--- config.mk ---
export PLATFORM = sky130hd
export DESIGN_NAME = br_resolve_collector
export DESIGN_NICKNAME = d
export VERILOG_FILES = /design/src/rtl/br_resolve_collector.sv
export SDC_FILE = /design/constraint.sdc
export NUM_CORES = 1
export LEC_CHECK = 0
export CAP_MARGIN = 20
export CORE_MARGIN = 2
export CORE_UTILIZATION = 40
export DETAILED_ROUTE_END_ITERATION = 16
export DONT_BUFFER_PORTS = 1
export PLACE_DENSITY = 0.63
export SLEW_MARGIN = 20
export SYNTH_ARGS = -nofsm -noshare
export SYNTH_HDL_FRONTEND = slang
export SYNTH_SLANG_ARGS = --single-unit
--- constraint.sdc ---
create_clock -name clk -period 14.05 [get_ports clk]
set_clock_uncertainty 0.2 [all_clocks]
set_input_delay 3.5125 -clock clk [delete_from_list [all_inputs] [get_ports clk]]
set_output_delay 3.5125 -clock clk [all_outputs]
set_load 0.03 [all_outputs]
--- src/rtl/br_resolve_collector.sv ---
// Collects branch results from the execute lanes, drops wrong-path results by age,
// and issues a single-cycle global-history recovery for the oldest mispredict.
module br_resolve_collector #(
    parameter int ISSUE_WIDTH     = 2,
    parameter int GH_WIDTH        = 10,
    parameter int PHT_IDX_WIDTH   = 11,
    parameter int PHT_ENTRY_WIDTH = 2,
    parameter int AGE_WIDTH       = 7
) (
    input  logic                                 clk,
    input  logic                                 rst_n,
    input  logic [ISSUE_WIDTH-1:0]               in_valid,
    input  logic [ISSUE_WIDTH-1:0]               in_mispred,
    input  logic [ISSUE_WIDTH-1:0]               in_is_cond,
    input  logic [ISSUE_WIDTH-1:0]               in_exec_taken,
    input  logic [ISSUE_WIDTH*GH_WIDTH-1:0]        in_gh,
    input  logic [ISSUE_WIDTH*PHT_IDX_WIDTH-1:0]   in_pht_idx,
    input  logic [ISSUE_WIDTH*PHT_ENTRY_WIDTH-1:0] in_pht_prev,
    input  logic [ISSUE_WIDTH*AGE_WIDTH-1:0]       in_age,
    input  logic                                 flush_done,
    output logic [ISSUE_WIDTH-1:0]               out_valid,
    output logic [ISSUE_WIDTH-1:0]               out_mispred,
    output logic [ISSUE_WIDTH-1:0]               out_exec_taken,
    output logic [ISSUE_WIDTH*PHT_IDX_WIDTH-1:0]   out_pht_idx,
    output logic [ISSUE_WIDTH*PHT_ENTRY_WIDTH-1:0] out_pht_prev,
    output logic                                 recover_valid,
    output logic [GH_WIDTH-1:0]                  recover_history,
    output logic                                 recovering,
    output logic [15:0]                          recover_count
);

    typedef enum logic [1:0] {IDLE, RECOVER, DRAIN} state_t;

    state_t                 state, stateNext;
    logic [AGE_WIDTH-1:0]   storedAge;
    logic [ISSUE_WIDTH-1:0] ageOk, survive;
    logic                   haveSel;
    logic [AGE_WIDTH-1:0]   selAge, laneAge;
    logic [GH_WIDTH-1:0]    selHist, laneGh;

    // Circular compare: a is older than b when b lies less than half the tag space ahead of a.
    function automatic logic isOlder(input logic [AGE_WIDTH-1:0] a, input logic [AGE_WIDTH-1:0] b);
        logic [AGE_WIDTH-1:0] diff;
        diff = b - a;
        return (a != b) && !diff[AGE_WIDTH-1];
    endfunction

    // NOTE: every always_comb output gets a default first so no path can infer a latch.
    always_comb begin
        ageOk     = '0;
        survive   = '0;
        haveSel   = 1'b0;
        selAge    = '0;
        selHist   = '0;
        laneAge   = '0;
        laneGh    = '0;
        stateNext = state;

        // Strictly-older test keeps the lower lane on an age tie.
        for (int i = 0; i < ISSUE_WIDTH; i++) begin
            laneAge  = in_age[i*AGE_WIDTH +: AGE_WIDTH];
            laneGh   = in_gh[i*GH_WIDTH +: GH_WIDTH];
            ageOk[i] = (state == IDLE) || isOlder(laneAge, storedAge);
            if (in_valid[i] && in_mispred[i] && ageOk[i] && (!haveSel || isOlder(laneAge, selAge))) begin
                haveSel = 1'b1;
                selAge  = laneAge;
                selHist = in_is_cond[i] ? {laneGh[GH_WIDTH-2:0], in_exec_taken[i]} : laneGh;
            end
        end

        for (int i = 0; i < ISSUE_WIDTH; i++) begin
            laneAge    = in_age[i*AGE_WIDTH +: AGE_WIDTH];
            survive[i] = in_valid[i] && ageOk[i] && (!haveSel || !isOlder(selAge, laneAge));
        end

        case (state)
            IDLE:    if (haveSel) stateNext = RECOVER;
            RECOVER: stateNext = haveSel ? RECOVER : DRAIN;
            DRAIN: begin
                if (haveSel)         stateNext = RECOVER;
                else if (flush_done) stateNext = IDLE;
            end
            default: stateNext = IDLE;
        endcase
    end

    // NOTE: sequential state uses non-blocking assignments so all registers sample the same pre-edge values.
    always_ff @(posedge clk or negedge rst_n) begin
        if (!rst_n) begin
            state           <= IDLE;
            storedAge       <= '0;
            out_valid       <= '0;
            out_mispred     <= '0;
            out_exec_taken  <= '0;
            out_pht_idx     <= '0;
            out_pht_prev    <= '0;
            recover_valid   <= 1'b0;
            recover_history <= '0;
            recovering      <= 1'b0;
            recover_count   <= '0;
        end else begin
            state          <= stateNext;
            out_valid      <= survive;
            out_mispred    <= in_mispred;
            out_exec_taken <= in_exec_taken;
            out_pht_idx    <= in_pht_idx;
            out_pht_prev   <= in_pht_prev;
            recover_valid  <= haveSel;
            recovering     <= (stateNext != IDLE);
            if (haveSel) begin
                storedAge       <= selAge;
                recover_history <= selHist;
                if (recover_count != 16'hFFFF)
                    recover_count <= recover_count + 16'd1;
            end
        end
    end

endmodule

**Word-level counts from Yosys, hierarchy flattened**

Cells that the tools add are included.

- Flip-flop bits (word level): 69
- Output and inout bits: 60
- Logic and storage cells: 69

- $add $sub $neg: 6
- Eq/ne operators: 8
- Muxes and demuxes: 13
- Reductions and logical operators: 31

Operators by type and width:

| kind | count |
|---|---|
| two-way mux 10 bit | 4 |
| != test 7 bit | 5 |
| subtractor 7 bit | 5 |
| adder 16 x 1 -> 16 bit (second input constant) | 1 |
| != test 16 bit (second input constant) | 1 |
| logical AND 1 bit | 14 |
| two-way mux 7 bit | 2 |
| logical NOT 1 bit | 9 |
| two-way mux 2 bit | 4 |
| one-hot mux 2 bit (3 select lines) | 1 |
| logical OR 1 bit | 5 |
| == test 2 x 1 -> 1 bit (second input constant) | 1 |
| == test 2 bit (second input constant) | 1 |
| logical NOT 2 bit | 1 |
| two-way mux 1 bit | 2 |
| AND reduction 2 bit | 1 |
| nonzero test 2 bit | 1 |

**Logic depth before layout (Yosys ltp)**

Gate-level depths: netlist (run 1).

- Word-level depth: 18
- Mapped depth: 25

**Worst setup path before layout (run 1)**

Ideal clock, no wire load.

- Path type: input to register
- Start: in in_age[4]
- End: reg out_valid[0]
- Library setup time: 0.094 ns
- Arrival: 8.084 ns
- Data required time: 13.756 ns
- Path slack: 5.672 ns
- Stages on the path: 22
- Buffers on the path: 2
- Cells stage by stage: clkbuf_1 -> inv_1 -> ha_1 -> and4_1 -> o21a_1 -> o311a_1 -> o21ai_1 -> nor2_1 -> ha_1 -> nand2_1 -> a21o_1 -> a22oi_2 -> o2111ai_2 -> a31oi_2 -> buf_6 -> mux2i_1 -> ha_1 -> nand2_1 -> a21oi_1 -> a221oi_1 -> o32ai_1 -> a211oi_1

- Cells in the longest elaborated chain, start to end: 18
- Elaborated cells between the ends (all ways): 26
- Those cells by class: add/sub: 3; eq/ne: 3; mux: 4; reduce/logical: 16

RTL lines:

| item | line | source |
|---|---|---|
| start: declaration | 19 | `input logic [ISSUE_WIDTH*AGE_WIDTH-1:0] in_age,` |
| subtractor 7 bit | 44 | `diff = b - a;` |
| logical NOT 1 bit | 45 | `return (a != b) && !diff[AGE_WIDTH-1];` |
| logical AND 1 bit | 45 |  |
| logical OR 1 bit | 63 | `ageOk[i] = (state == IDLE) \|\| isOlder(laneAge, storedAge);` |
| logical AND 1 bit | 64 | `if (in_valid[i] && in_mispred[i] && ageOk[i] && (!haveSel \|\| isOlder(laneAge, selAge))) begin` |
| two-way mux 7 bit | 64 |  |
| subtractor 7 bit | 44 |  |
| logical NOT 1 bit | 45 |  |
| [3 not listed] | n/a |  |
| two-way mux 7 bit | 64 |  |
| subtractor 7 bit | 44 |  |
| logical NOT 1 bit | 45 |  |
| logical AND 1 bit | 45 |  |
| logical NOT 1 bit | 73 | `survive[i] = in_valid[i] && ageOk[i] && (!haveSel \|\| !isOlder(selAge, laneAge));` |
| logical OR 1 bit | 73 |  |
| logical AND 1 bit (*) | 73 |  |
| via survive[0] | 36 | `logic [ISSUE_WIDTH-1:0] ageOk, survive;` |
| end signal: assignment | 103 | `out_valid <= survive;` |
| end: declaration | 21 | `output logic [ISSUE_WIDTH-1:0] out_valid,` |

Mark *: on every way through the listed nets, which the timed path passes. The rest lies on a longest branch.
A chain may end at the register's enable or synchronous reset.

**Final worst setup path (run 1)**

Same ends and word-level chain as after synthesis.

==> results.yml, run 1 <==
critical_path:
  startpoint_type: "input pin"
  worst-r2r-cell-count: 19
  r2r_slack_ps: 7890
  path_class: "input pin to flip-flop"
  crit_required_ps: 14100
  arrival_ps: 8990
  end_kind: "flip-flop"
  cp_max_fo: 21
  r2r_start: "storedAge[5]"
  worstReg2RegEnd: "out_valid[0]"
power:
  combPwrFrac_pct: 32.5
  internal-power_mw: 0.413
  seqPwrFrac_pct: 46.8
  net-switching-power_mw: 0.340
  peakVddDrop_mv: 0.0922
  power_frac_clock_pct: 20.8
  leakage_nw: 1.79
  power.density_nw_per_um2: 186
  swShare_pct: 45.2
flow_run:
  maxCapViolCount: 0
route:
  drt_first_iter_violations: 198
  routed_wirelength_um: 9550
  via_per_inst: 5.95
  routedWlPerCell_um: 19.8
  dr.pass1.iters: 4
  drc: 0
  ant_nets: 0
  dr_total_vias: 2866
hold_path:
  holdCritPathClass: "flip-flop to flip-flop"
  holdPathStages: 1
  min_to: "storedAge[0]"
  min-delay-start: "storedAge[0]"
synthesis:
  yosysSeqAreaShare_pct: 45.7
  yosys.area_share.simple_pct: 12.7
  synth_edf_count: 0
  muxShareOfSynthArea_pct: 7.02
  synth_ff_type: "dfrtp_1"
  ys_ff_latch: 69
  synth_top_family_by_area: "compound AO/OA/AOI/OAI gates"
  yosysWarningCount: 0
  avgSynthCellArea_um2: 10.2
  synthTopCellsByCount: "dfrtp_1 (69), nand2_1 (35), ha_1 (22)"
  yosysMostFrequentCell: "dfrtp_1"
  synth.largest_area_cell: "dfrtp_1"
  netlist_area_um2: 3780
  synth_top_area_share_pct: 45.7
  synth_top_cells_by_area: "dfrtp_1 (46%), ha_1 (7.3%), mux2_2 (3.6%), nand2_1 (3.5%), mux2i_1 (3.4%)"
  synth-adder-area-share_pct: 7.29
  synthCells: 369
  syn-num-nets: 462
  synth-compound-area-share_pct: 19.1
  synth_xor_xnor_area_share_pct: 4.37
  async_flop_share_pct: 100
  ys_types: 62
die:
  initial_core_util_pct: 41.1
  ios: 131
  fp.dieW_um: 101
  dieArea_um2: 10200
  core_area_um2: 9200
  rows: 35
  die_h_um: 101
sta:
  rsz0062_at_grt: "no"
  setup_viol: 0
  hold_violations: 0
  fmax_ghz: 0.112
  fin_crit_ps: 8940
  slew_violations: 0
  tns_ps: 0
  finalCritPeriodShare_pct: 63.6
  worstMarginPinSlew_ps: 1130
  worst_slack_ps: 5110
  max-slew-margin-rel_pct: 24.4
placement:
  port_buffers: 0
  gp_congestion: 0.874
  preCtsSetupSlack_ps: 4800
  hpwlAfterDp_um: 7250
layout:
  syn2layout_area_growth_pct: 6.99
  drive_gt1_share_pct: 10.2
  antenna_cells: 0
  fin_nets: 459
clock_network:
  clkTransAtPathRegs_ps: 80
  numCtsBuffers: 9
  clkLatencyLatePin_ps: 340
  cts_root_buf: "clkbuf_8"
  clockBufferDepth: 2
  clock_sinks: 69
  htree_num_levels: 3
  cts_tree: "yes"
  post-cts-setup-buffer-count: 0
  ctsResizeCount: 0
  hold_buffers: 0
grt:
  grt_usage_pct: 19.1
  grt_overflow: 0
  grt_pass1_wl_um: 15100
  first_global_vias: 2911
  grt_max_degree: 70
  antenna_found_initial: 0
run_status:
  status: "completed"
## power by group through the flow
stage	Combinational, mW	Clock (mW)	Sequential [mW]
2_1_floorplan	0.194	0	0.342
3_3_place_gp	0.237	0	0.356
3_5_place_dp	0.243	0	0.356
4_1_cts	0.243	0.162	0.353
5_1_grt	0.275	0.172	0.358
6_report	0.245	0.156	0.352
## layout make-up
| type | instances | area [um^2] |
|---|---|---|
| clock buffers | 9 | 124 |
| clock inverters | 7 | 62.6 |
| fillers | 900 | 5150 |
| inverters | 20 | 75.1 |
| multi-input cells | 265 | 1910 |
| flip-flops and latches | 69 | 1730 |
| well taps | 111 | 139 |
| repair buffers | 1 | 7.51 |
## state kept, by name, summed over array words and instances (netlist names)
name and count:
out_pht_idx 22, recover_count 16, recover_history 10, storedAge 7
out_pht_prev 4, out_exec_taken 2, out_mispred 2, out_valid 2
state 2, recover_valid 1, recovering 1
## critical path, stage by stage
cell and delay (ps):
inv_1 50, ha_1 300, and4_1 230, o21a_1 160
o311a_1 440, o21ai_1 580, nor2_1 130, ha_1 370
nand2_1 70, a21o_1 170, a22oi_2 220, o2111ai_2 220
a31oi_2 960, mux2i_1 390, ha_1 330, nand2_1 100
a21oi_1 50, a221oi_1 340, o32ai_1 150, a211oi_1 200
## stage by stage
step           utilization (%)  instances  instance area (um^2)  power (mW)  hold slack (ps)
2_1_floorplan                -        369                  3780       0.536              281
3_3_place_gp              41.9        466                  3850       0.593              294
3_5_place_dp              41.9        466                  3850       0.599              303
4_1_cts                   43.9        482                  4040       0.759              321
5_1_grt                   43.9        482                  4040       0.805              346
6_report                  43.9        482                  4040       0.754              321
## kinds of logic after synthesis
logic type,count (synthesis)
AO/OA/AOI/OAI,103
XOR/XNOR,18
adder cells (fa/ha/maj),22
buffers and inverters,35
flip-flops,69
multiplexers,25
AND/OR/NAND/NOR,97
## worst max-delay path by stage
stage	from	end	slack, ps	cells after the start
3_3_place_gp	in_age[4]	out_valid[0]	4990	20
2_1_floorplan	in_age[4]	out_valid[0]	5670	22
3_5_place_dp	in_age[4]	out_valid[0]	4800	20
5_1_grt	in_age[5]	out_valid[0]	4680	20
6_report	in_age[4]	out_valid[0]	5110	20
4_1_cts	in_age[4]	out_valid[0]	5210	20
## layout by cell type (no fill, tap or decap), types with 3 or more instances in the layout
cell type	netlist	routed
a21oi_1	20	20
a22oi_1	13	13
o211ai_1	4	4
o22ai_1	3	3
nor2b_1	4	4
ha_1	22	22
nor3_1	4	4
mux2_2	12	12
a21o_1	5	5
nand2b_1	3	3
a221o_1	3	3
mux2i_1	13	13
o21a_1	5	5
inv_1	20	20
nor2_1	17	17
o21ai_1	10	10
nand4_1	7	7
nand3_1	12	12
clkbuf_8	0	9
dfrtp_1	69	69
nand2_1	35	35
and3_1	3	3
o21ai_0	12	12
clkinvlp_4	0	3
xor2_1	5	5
and4_1	4	4
xnor2_1	12	12
## per-layer routing
layer	wire length [um]	vias up	share of wire (%)	track usage [%]
met3	734	14	7.7	4.55
met2	4620	113	48	31.6
li1	-	1348	-	-
met5	0	-	0	0
met1	4010	1391	42	24.4
met4	184	0	1.9	6.96
(Power assumes the default switching activity.)
==> run 2, diff against run 1 <==
Clock period 14.05 ns to 8.75 ns, I/O delays scaled along.
==> run 2 against run 1 <==
Effect of this change:
- critical path type unchanged
- worst hold slack better by 3.9 ps
- combinational power up 61%
- die area unchanged
- first-iteration DRC count up 12%
- power up 62%
- count of clock-buffer cells in the layout unchanged
- routed wire length up 0.86%
==> results.yml, run 2 (synthesized netlist as in run 1, its figures left out) <==
clock_network:
  cts_root_buf: "clkbuf_8"
  clkTransAtPathRegs_ps: 90
  ctsResizeCount: 0
  cts_tree: "yes"
  clkLatencyLatePin_ps: 350
  htree_num_levels: 3
  clockBufferDepth: 2
  hold_buffers: 0
  post-cts-setup-buffer-count: 0
  numCtsBuffers: 9
  clock_sinks: 69
route:
  routed_wirelength_um: 9630
  routedWlPerCell_um: 19.9
  ant_nets: 0
  via_per_inst: 6.15
  drt_first_iter_violations: 222
  drc: 0
  dr_total_vias: 2970
  dr.pass1.iters: 5
critical_path:
  arrival_ps: 7180
  end_kind: "flip-flop"
  crit_required_ps: 8810
  cp_max_fo: 10
  worst_path_most_repeated_cell: "ha_1"
  critPathMaxStageDelay_ps: 560
  critPathTopFamily: "compound AO/OA/AOI/OAI gates"
  crit_chain: "inv_1, ha_1, and4_1, o21a_1, o311a_1, o21ai_1, nor2_1, ha_1, nand2_1, a21o_1, a22oi_2, o2111ai_2, a31oi_2, mux2i_1, ha_1, nor2b_1, o21ai_0, a2bb2oi_1, a311oi_1, a211oi_1"
  startpoint_type: "input pin"
  crit_path_top_delay_cell: "o21ai_1"
  path_class: "input pin to flip-flop"
  cp_num_buf_inv: 1
sta:
  tns_ps: 0
  setup_viol: 0
  slew_violations: 0
  worstMarginPinSlew_ps: 890
  fin_crit_ps: 7120
  worst_slack_ps: 1630
  fmax_ghz: 0.141
  hold_violations: 0
  max-slew-margin-rel_pct: 40.5
  finalCritPeriodShare_pct: 81.3
  rsz0062_at_grt: "no"
die:
  fp.dieW_um: 101
  ios: 131
  rows: 35
  core_area_um2: 9200
  die_h_um: 101
  initial_core_util_pct: 41.1
  dieArea_um2: 10200
flow_run:
  maxCapViolCount: 0
layout:
  final_common_cell: "dfrtp_1"
  fin_nets: 460
  syn2layout_area_growth_pct: 7.55
  antenna_cells: 0
  stdcell_area_um2: 4060
  most-common-layout-cells: "dfrtp_1 (69), nand2_1 (35), ha_1 (22)"
  largest_reg_flops: 22
  drive_gt1_share_pct: 10.5
  regMostFlops: "out_pht_idx"
  top_regs: "out_pht_idx: 22 flops, recover_count: 16 flops, recover_history: 10 flops"
  final_cells: 483
placement:
  gp_congestion: 0.923
  port_buffers: 0
  post_dp_cell_area_um2: 3860
  preCtsSetupSlack_ps: 1360
  hpwlAfterDp_um: 7270
  placedCellCount: 467
power:
  leakage_nw: 1.81
  peakVddDrop_mv: 0.115
  power.density_nw_per_um2: 301
run_status:
  status: "completed"
grt:
  antenna_found_initial: 0
  grt_overflow: 0
  grt_pass1_wl_um: 15100
  first_global_vias: 2954
  grt_usage_pct: 19.2
  grt_max_degree: 70
hold_path:
  holdCritPathClass: "flip-flop to flip-flop"
[run 2: cell types whose count changed in the layout (fill, tap and decap cells not counted)]
cell        previous run  this run
clkinvlp_4             3         0
inv_6                  2         5
clkinv_8               0         2
inv_8                  2         0
buf_4                  1         2
[run 2: power by group]
| group | switching, mW | internal, mW |
|---|---|---|
| combinational | 0.230 | 0.165 |
| clock | 0.147 | 0.113 |
| sequential | 0.176 | 0.391 |
| total | 0.553 | 0.668 |
[run 2: final timing paths]
path | from | cells past startpoint | to | slack [ps]
setup / recovery | in_age[4] | 20 | out_valid[0] | 1630
hold / removal | storedAge[0] | 1 | storedAge[0] | 320
setup reg to reg | storedAge[5] | 19 | out_valid[0] | 3060
hold reg to reg | storedAge[0] | 1 | storedAge[0] | 320
max in group asynchronous | rst_n | 0 | storedAge[4] | 6880
min in group asynchronous | rst_n | 0 | out_mispred[1] | 1320
[run 2: final cells by class]
cell class | instances | area (um^2)
multi-input cells | 265 | 1910
flip-flops and latches | 69 | 1730
repair buffers | 2 | 15.0
clock inverters | 7 | 76.3
clock buffers | 9 | 124
well taps | 111 | 139
fillers | 873 | 5130
inverters | 20 | 75.1
[run 2: worst reg2reg max path, cell delays in order, from the launching register on]
cell       delay (ps)
dfrtp_1           450
ha_1              330
and4_1            220
o21a_1            160
o311a_1           430
o21ai_1           560
nor2_1            150
ha_1              380
nand2_1            70
a21o_1            170
a22oi_2           220
o2111ai_2         230
a31oi_2           480
mux2i_1           400
ha_1              320
nor2b_1           130
o21ai_0           150
a2bb2oi_1         230
a311oi_1           90
a211oi_1          220
[run 2: through the flow]
| stage | total power, mW | util (%) | hold slack, ps |
|---|---|---|---|
| 2_1_floorplan | 0.861 | - | 281 |
| 3_3_place_gp | 0.955 | 42.0 | 296 |
| 3_5_place_dp | 0.962 | 42.0 | 297 |
| 4_1_cts | 1.23 | 44.2 | 326 |
| 5_1_grt | 1.30 | 44.2 | 339 |
| 6_report | 1.22 | 44.2 | 324 |
[run 2: routing by layer]
layer  GRT usage (%)  up-vias  part of all wire (%)
met2            29.9      166                    47
met5               0        -                     0
met3            5.94       18                    10
met1            25.2     1434                    41
li1                -     1352                     -
met4            7.38        0                   2.1
==> run 3, diff against run 2 <==
Clock period 8.75 ns to 7 ns, I/O delays scaled along.
==> run 3 against run 2 <==
Effect of this change:
- critical path depth increased by 1
- sequential power rose by 25%
- count of clock-buffer cells in the layout is the same
- clock power up 25%
- register-to-register slack got worse by 1300 ps
- critical endpoint unchanged
- first-iteration DRC count down 0.45%
- non-clock buffer count up 4
==> results.yml, run 3 (synthesized netlist as in run 1, its figures left out) <==
clock_network:
  clockBufferDepth: 2
  clock_sinks: 69
  cts_tree: "yes"
  clkTransAtPathRegs_ps: 100
  hold_buffers: 0
  numCtsBuffers: 9
  cts_root_buf: "clkbuf_8"
  post-cts-setup-buffer-count: 0
  clkLatencyLatePin_ps: 340
  htree_num_levels: 3
  ctsResizeCount: 0
sta:
  tns_ps: 0
  max-slew-margin-rel_pct: 64.7
  holdWs_ps: 322
  hold_violations: 0
  rsz0062_at_grt: "no"
  fmax_ghz: 0.162
  fin_crit_ps: 6190
  setup_viol: 0
  finalCritPeriodShare_pct: 88.4
  worstMarginPinSlew_ps: 528
  slew_violations: 0
layout:
  stdcell_area_um2: 4100
  antenna_cells: 0
  largest_reg_flops: 22
  utilization_pct: 44.6
  most-common-layout-cells: "dfrtp_1 (69), nand2_1 (35), ha_1 (22)"
  regMostFlops: "out_pht_idx"
  final_common_cell: "dfrtp_1"
  multi_input_area_um2: 1910
  seq_area_um2: 1730
  n_fill_cell: 859
  top_regs: "out_pht_idx: 22 flops, recover_count: 16 flops, recover_history: 10 flops"
  drive_gt1_share_pct: 11.4
  fin_nets: 464
  syn2layout_area_growth_pct: 8.48
critical_path:
  worst-r2r-cell-count: 20
  path_class: "input pin to flip-flop"
  crit_chain: "inv_1, ha_1, and4_1, o21a_1, o311a_1, o21ai_1, nor2_1, ha_1, nand2_1, a21o_1, a22oi_2, o2111ai_2, a31oi_2, buf_4, mux2i_1, ha_1, nor2b_1, o21ai_0, a2bb2oi_1, a311oi_1, a211oi_1"
  crit_path_top_delay_cell: "o311a_1"
  r2r_start: "storedAge[5]"
  r2r_slack_ps: 1810
  crit_path_start: "in_age[4]"
  crit_required_ps: 7060
  worstReg2RegEnd: "out_valid[0]"
  end_kind: "flip-flop"
  worst_path_most_repeated_cell: "ha_1"
  startpoint_type: "input pin"
  critPathMaxStageDelay_ps: 430
  arrival_ps: 6240
  crit_end: "out_valid[0]"
  cp_max_fo: 10
grt:
  grt_max_degree: 70
  grt_pass1_wl_um: 15200
  grt_usage_pct: 19.1
  antenna_found_initial: 0
  first_global_vias: 2961
  grt_overflow: 0
power:
  peakVddDrop_mv: 0.176
  power.density_nw_per_um2: 374
  leakage_nw: 1.83
  combPwrFrac_pct: 32.7
  seqPwrFrac_pct: 46.1
  power_frac_clock_pct: 21.2
  swShare_pct: 44.8
  internal-power_mw: 0.846
  power_mw: 1.53
  net-switching-power_mw: 0.686
die:
  fp.dieW_um: 101
  rows: 35
  dieArea_um2: 10200
  die_h_um: 101
  ios: 131
  initial_core_util_pct: 41.1
  core_area_um2: 9200
route:
  ant_nets: 0
  drc: 0
  routedWlPerCell_um: 19.7
  drt_first_iter_violations: 221
  dr.pass1.iters: 7
  dr_total_vias: 2953
  routed_wirelength_um: 9610
  via_per_inst: 6.06
hold_path:
  holdCritPathClass: "flip-flop to flip-flop"
placement:
  hpwlAfterDp_um: 7260
  gp_congestion: 0.904
  port_buffers: 0
  post_dp_cell_area_um2: 3890
run_status:
  status: "completed"
flow_run:
  maxCapViolCount: 0
run 3: changes by cell type in the layout (fill, tap and decap cells not counted), sizes merged:
cell / change
buf: +4
clkinv: +2
inv: -2
run 3: per-layer routing:
metal	global-route usage, %	vias to the layer above	part of all wire (%)
li1	-	1360	-
met1	24.9	1405	43
met2	30.5	163	47
met3	4.83	25	7.4
met4	7.48	0	2.6
met5	0	-	0
run 3: worst min path at each step:
stage,slack (ps),to,depth (start not counted),from
CTS,330,storedAge[0],1,storedAge[0]
detailed placement,300,storedAge[0],1,storedAge[0]
global route,350,storedAge[0],1,storedAge[0]
floorplan,280,storedAge[0],1,storedAge[0]
finish,320,storedAge[0],1,storedAge[0]
global placement,290,storedAge[0],1,storedAge[0]
run 3: worst max-delay path: cells and delay by family:
| family | cells | cell delay, ps |
|---|---|---|
| simple gates | 4 | 530 |
| compound gates | 11 | 2450 |
| mux | 1 | 310 |
| fa+ha+maj | 3 | 970 |
| buf+inv | 2 | 240 |
run 3: power groups by stage:
| stage | clock network (mW) | logic [mW] | registers [mW] |
|---|---|---|---|
| 6_report | 0.324 | 0.501 | 0.706 |
| 5_1_grt | 0.357 | 0.558 | 0.719 |
| 4_1_cts | 0.337 | 0.495 | 0.708 |
| 3_5_place_dp | 0 | 0.495 | 0.713 |
| 3_3_place_gp | 0 | 0.486 | 0.715 |
| 2_1_floorplan | 0 | 0.390 | 0.687 |
run 3: cell type report:
cell class / instances / share of cell area [%]
inverter: 20 / 1.83
tap: 111 / 3.39
timing repair buffer: 6 / 1.10
clock buffer: 9 / 3.02
sequential: 69 / 42.1
clock inverter: 7 / 1.98
multi-input combinational: 265 / 46.5
run 3: through the flow:
stage	instances	worst slack, ps
floorplan	369	385
global placement	471	738
detailed placement	471	521
CTS	487	891
global route	487	516
finish	487	814
